## config.mk

```make
export PLATFORM = sky130hd
export DESIGN_NAME = lfsr_sched
export DESIGN_NICKNAME = d
export VERILOG_FILES = /design/src/rtl/lfsr_pkg.sv /design/src/rtl/lfsr8_core.sv /design/src/rtl/lfsr_sched.sv
export SDC_FILE = /design/constraint.sdc
export NUM_CORES = 1
export LEC_CHECK = 0
export CAP_MARGIN = 20
export CORE_ASPECT_RATIO = 0.5
export CORE_MARGIN = 4
export CORE_UTILIZATION = 52
export DETAILED_ROUTE_END_ITERATION = 6
export PLACE_DENSITY = 0.82
export SYNTH_ARGS = -nofsm -noshare
export SYNTH_HDL_FRONTEND = slang
export SYNTH_SLANG_ARGS = --single-unit
export TNS_END_PERCENT = 20
```

## constraint.sdc

```tcl
create_clock -name clk -period 3 [get_ports clk]
set_clock_uncertainty 0.2 [all_clocks]
set_input_delay 0.3 -clock clk [delete_from_list [all_inputs] [get_ports clk]]
set_output_delay 0.3 -clock clk [all_outputs]
set_load 0.01 [all_outputs]
```

## src/rtl/lfsr_pkg.sv

```systemverilog
// lfsr_pkg: shared types and helpers for the LFSR scheduler.
//   state_t    - scheduler FSM states (IDLE, SHIFT, RESP)
//   TAP_MASK   - feedback taps of the 8-bit Fibonacci LFSR (bits 4,3,2,0)
//   lfsr_next  - one shift of the LFSR: {xor of taps, s[7:1]}
package lfsr_pkg;

  typedef enum logic [1:0] {
    IDLE  = 2'd0,
    SHIFT = 2'd1,
    RESP  = 2'd2
  } state_t;

  localparam logic [7:0] TAP_MASK = 8'h1D;

  function automatic logic [7:0] lfsr_next(input logic [7:0] s);
    return {^(s & TAP_MASK), s[7:1]};
  endfunction

endpackage

```

## src/rtl/lfsr8_core.sv

```systemverilog
// lfsr8_core: 8-bit Fibonacci LFSR register.
//   clk   - rising-edge clock
//   rst   - asynchronous active-low reset, loads RESET_SEED
//   load  - load seed (priority over step)
//   seed  - value to load
//   step  - advance the LFSR by one shift
//   state - current LFSR contents
// Build option LFSR_ZERO_GUARD_EN: an all-zero seed (load or RESET_SEED)
// is replaced by 8'h01 so the register can never lock up at zero.
module lfsr8_core
  import lfsr_pkg::*;
#(
  parameter logic [7:0] RESET_SEED = 8'hA5
) (
  input  logic       clk,
  input  logic       rst,
  input  logic       load,
  input  logic [7:0] seed,
  input  logic       step,
  output logic [7:0] state
);

`ifdef LFSR_ZERO_GUARD_EN
  localparam logic [7:0] RST_VAL = (RESET_SEED == 8'h00) ? 8'h01 : RESET_SEED;
  logic [7:0] seed_g;
  assign seed_g = (seed == 8'h00) ? 8'h01 : seed;
`else
  localparam logic [7:0] RST_VAL = RESET_SEED;
  logic [7:0] seed_g;
  assign seed_g = seed;
`endif

  always_ff @(posedge clk or negedge rst) begin
    if (!rst)      state <= RST_VAL;
    else if (load) state <= seed_g;
    else if (step) state <= lfsr_next(state);
  end

endmodule

```

## src/rtl/lfsr_sched.sv

```systemverilog
// lfsr_sched: round-robin scheduler sharing one 8-bit LFSR among N_REQ
// requesters. Each grant advances the LFSR STEPS times and returns the byte.
//   clk        - rising-edge clock
//   rst        - asynchronous active-low reset
//   seed       - seed value
//   seed_valid - seed load request (accepted only in IDLE, wins over req)
//   seed_ready - high while IDLE (combinational)
//   req        - per-requester level request, sampled in IDLE only
//   gnt        - one-hot grant pulse, one cycle
//   rdata      - random byte, valid with rvalid, held otherwise
//   rvalid     - response strobe (== |gnt)
//   busy       - high in SHIFT and RESP
// Build option LFSR_ZERO_GUARD_EN (applied in lfsr8_core): zero seeds map to 8'h01.
module lfsr_sched
  import lfsr_pkg::*;
#(
  parameter int         N_REQ      = 4,
  parameter int         STEPS      = 8,
  parameter logic [7:0] RESET_SEED = 8'hA5
) (
  input  logic             clk,
  input  logic             rst,
  input  logic [7:0]       seed,
  input  logic             seed_valid,
  output logic             seed_ready,
  input  logic [N_REQ-1:0] req,
  output logic [N_REQ-1:0] gnt,
  output logic [7:0]       rdata,
  output logic             rvalid,
  output logic             busy
);

  localparam int          IW = (N_REQ > 1) ? $clog2(N_REQ) : 1;
  localparam int          CW = $clog2(STEPS + 1);
  localparam int unsigned NR = N_REQ;

  state_t         state, next_state;
  logic [CW-1:0]  cnt;
  logic [IW-1:0]  ptr, idx, win;
  logic           load, step;
  logic [7:0]     s;

  lfsr8_core #(.RESET_SEED(RESET_SEED)) u_core (
    .clk   (clk),
    .rst   (rst),
    .load  (load),
    .seed  (seed),
    .step  (step),
    .state (s)
  );

  assign seed_ready = (state == IDLE);

  // Round-robin pick: walk upward from ptr+1 with wrap at N_REQ-1.
  always_comb begin : pick
    logic [IW-1:0] cand;
    logic          found;
    win   = ptr;
    cand  = ptr;
    found = 1'b0;
    for (int unsigned k = 0; k < NR; k++) begin
      cand = (cand == IW'(N_REQ - 1)) ? '0 : cand + IW'(1);
      if (!found && req[cand]) begin
        win   = cand;
        found = 1'b1;
      end
    end
  end

  always_comb begin
    next_state = state;
    load       = 1'b0;
    step       = 1'b0;
    unique case (state)
      IDLE: begin
        if (seed_valid)  load       = 1'b1;
        else if (|req)   next_state = SHIFT;
      end
      SHIFT: begin
        step = 1'b1;
        if (cnt == CW'(1)) next_state = RESP;
      end
      RESP:    next_state = IDLE;
      default: next_state = IDLE;
    endcase
  end

  always_ff @(posedge clk or negedge rst) begin
    if (!rst) state <= IDLE;
    else      state <= next_state;
  end

  always_ff @(posedge clk or negedge rst) begin
    if (!rst) begin
      cnt    <= '0;
      idx    <= '0;
      ptr    <= IW'(N_REQ - 1);
      gnt    <= '0;
      rvalid <= 1'b0;
      rdata  <= '0;
      busy   <= 1'b0;
    end else begin
      busy <= (next_state != IDLE);
      unique case (state)
        IDLE: begin
          if (next_state == SHIFT) begin
            idx <= win;
            cnt <= CW'(STEPS);
          end
        end
        SHIFT: begin
          cnt <= cnt - CW'(1);
          // Registered response is captured on the final shift edge, so the
          // byte is the core's post-shift value computed here in parallel.
          if (next_state == RESP) begin
            gnt    <= N_REQ'(1) << idx;
            rvalid <= 1'b1;
            rdata  <= lfsr_next(s);
          end
        end
        RESP: begin
          gnt    <= '0;
          rvalid <= 1'b0;
          ptr    <= idx;
        end
        default: ;
      endcase
    end
  end

endmodule

```

==> results.sh <==
export IMPL_period_minus_slack_ns=2.367
export IMPL_rsz0062_at_grt="no"
export IMPL_syn_avg_cell_area_um2=10.18
export IMPL_place_area_mm2=0.002023
export IMPL_synthesis_instances=167
export IMPL_port_buffers=29
export IMPL_tightest_slew_ns=0.5407
export IMPL_finalMaxSlewViolations=0
export IMPL_seq_area_frac_synth_pct=47.53
export IMPL_core_area_mm2=0.003065
export IMPL_start_util_pct=55.47
export IMPL_timing_final_crit_share_pct=78.91
export IMPL_dp_hpwl_um=2415
export IMPL_via_per_inst=5.619
export IMPL_fin_nets=216
export IMPL_fill_cells=235
export IMPL_fin_area_mm2=0.002113
export IMPL_dieArea_mm2=0.004304
export IMPL_clock_latency_ns=0.28
export IMPL_drc=0
export IMPL_cp_max_fo=17
export IMPL_path_cells="ha_1 > xnor2_1 > mux2i_1 > o21ai_0 > a221o_1"
export IMPL_cp_arrival_ns=2.33
export IMPL_postCtsSetupRepairBufs=0
export IMPL_async_flop_share_pct=100.0
export IMPL_synth_nets=185
export IMPL_die_width_um=88.87
export IMPL_syn_cell_area_mm2=0.001700
export IMPL_setup_violations_final=0
export IMPL_drive_above_1_share_pct=14.07
export IMPL_cts_resized=0
export IMPL_cap_viol_max_count=0
export IMPL_powerDensity_mw_per_mm2=1004
export IMPL_cpMaxStageDelayCell="dfstp_2"
export IMPL_grt_max_degree=33
export IMPL_pre_cts_ws_ns=0.6448
export IMPL_tns_ns=0
export IMPL_cts_sinks=32
export IMPL_netlist_cell_type_count=43
export IMPL_synth_top_area_share_pct=38.26
export IMPL_synth_flop_cell="dfrtp_1"
export IMPL_gr_total_overflow=0
export IMPL_end_kind="flop"
export IMPL_min_path_type="in -> async"
export IMPL_post_drt_wl_per_cell_um=14.45
export IMPL_ir_drop_mv=0.5475
export IMPL_ctsHtreeMaxLevel=2
export IMPL_leakage_nw=0.9103
export IMPL_post_layout_nonfiller_instances=239
export IMPL_slew_headroom_pct=63.88
export IMPL_globalplace_congestion=0.8072
export IMPL_grt_usage_pct=18.37
export IMPL_grt_pass1_wl_um=6203
export IMPL_cts_inserted_buffers=5
export IMPL_routed_wl_um=3454
export IMPL_syn2layout_area_growth_pct=24.28
export IMPL_first_pass_iters=4
export IMPL_worst_setup_path_start_kind="flop"
export IMPL_synth_top_area_cell="dfrtp_1"
export IMPL_synth_area_top_cells="dfrtp_1 (38%), dfstp_2 (9.3%), mux2_2 (5.3%)"
export IMPL_ff_latch_area_um2=808.3
export IMPL_placed_cells=231
export IMPL_drtIter0Drc=67
export IMPL_worstRegToRegCells=5
export IMPL_layout_setup_ws_ns=0.6327
export IMPL_clkTransAtPathRegs_ns=0.06
export IMPL_hold_violations=0
export IMPL_rows=14
export IMPL_fp_dieH_um=48.44
export IMPL_status="completed"
export IMPL_ys_warn_count=0
export IMPL_ant_nets=0
export IMPL_mostFrequentLayoutCells="clkdlybuf4s50_1 (29), dfrtp_1 (26), o21ai_0 (16), nand2_1 (16), a21oi_1 (12)"
export IMPL_layout_commonest_cell="clkdlybuf4s50_1"
export IMPL_grt_pass1_vias=1357
export IMPL_tritoncts="done"
export IMPL_grt_antenna_before_repair=0
export IMPL_ys_ff_latch=32
export IMPL_cts_root_buffer="clkbuf_8"
export IMPL_cts_hold_buf=0
export IMPL_cts_buffer_depth=2
export IMPL_antenna_cells=0
export IMPL_ioPinCount=30
export IMPL_crit_type="reg -> reg"
export IMPL_worstPathRequired_ns=2.96
export IMPL_power_mw=2.122
export IMPL_dr_total_vias=1343
export IMPL_fmax_mhz=422.4
export IMPL_synth_edff_count=0
export IMPL_multi_input_area_um2=840.8
export IMPL_cpPeakStageDelay_ns=0.69
-- power breakdown --
part | leakage, nW | switching (mW) | internal, mW
Combinational | 0.479 | 0.423 | 0.507
Clock | 0.0455 | 0.145 | 0.187
Sequential | 0.386 | 0.203 | 0.658
Total | 0.910 | 0.771 | 1.35
-- registers in the layout, summed over array words and instances, names as in the netlist --
register	count
u_core.state	8
state	2
cnt	4
idx	2
rvalid	1
ptr	2
busy	1
gnt	4
rdata	8
-- metal layers --
metal | vias up | routed length (um) | global-route usage (%)
met1 | 649 | 1664 | 24.84
met3 | 7 | 172 | 5.593
li1 | 659 | - | -
met5 | - | 0 | 0
met4 | 0 | 42 | 6.784
met2 | 28 | 1574 | 27.71
-- worst max-delay path, delay by kind of cell (launching register included) --
kind | cells | cell delay, ns
fa+ha+maj | 1 | 0.40
flops | 1 | 0.69
compound gates | 2 | 0.43
xor+xnor | 1 | 0.28
mux | 1 | 0.26
-- cell type report --
cell class              instances  area share [%]
clock buffers                   8           4.263
flip-flops and latches         32           38.25
well taps                      40           2.368
inverters                       5          0.8881
repair buffers                 31           14.45
multi-input cells             123           39.79
-- cells in the mapped netlist, drive strengths merged, types with 2 or more instances --
library cell and instances:
and2b 8, dfrtp 26, nor3 3, nor2 7, nand3 3, a22oi 7, nor4 2, dfstp 6
or3 2, o21ai 17, mux2 8, a2bb2oi 2, ha 3, nor2b 4, mux2i 5, clkbuf 4
a21oi 12, nand2 17, inv 5, nand2b 3, buf 3, xnor2 4, nor3b 2
-- metrics by stage --
step / util (%) / hold slack, ns
global route: 68.94 / 0.2590
finish: 68.94 / 0.2125
floorplan: - / -0.1956
CTS: 68.94 / 0.2298
global placement: 66.00 / 0.2610
detailed placement: 66.00 / 0.2695
-- kinds of logic after synthesis --
kind of cell	synth area share (%)
compound gates	18.25
buf+inv	3.017
mux	8.242
simple gates	18.18
fa+ha+maj	2.208
flops	47.53
xor+xnor	2.575
-- path summary, 6_finish.rpt --
check / from / endpoint / slack, ns
worst max register to register: ptr[0] / idx[0] / 0.63
min in group clk: ptr[1] / ptr[1] / 0.27
worst max-delay path: ptr[0] / idx[0] / 0.63
max in group asynchronous: rst / ptr[1] / 2.06
worst min register to register: ptr[1] / ptr[1] / 0.27
worst min-delay path: rst / cnt[0] / 0.21
Power figures use the tool's default switching activity.
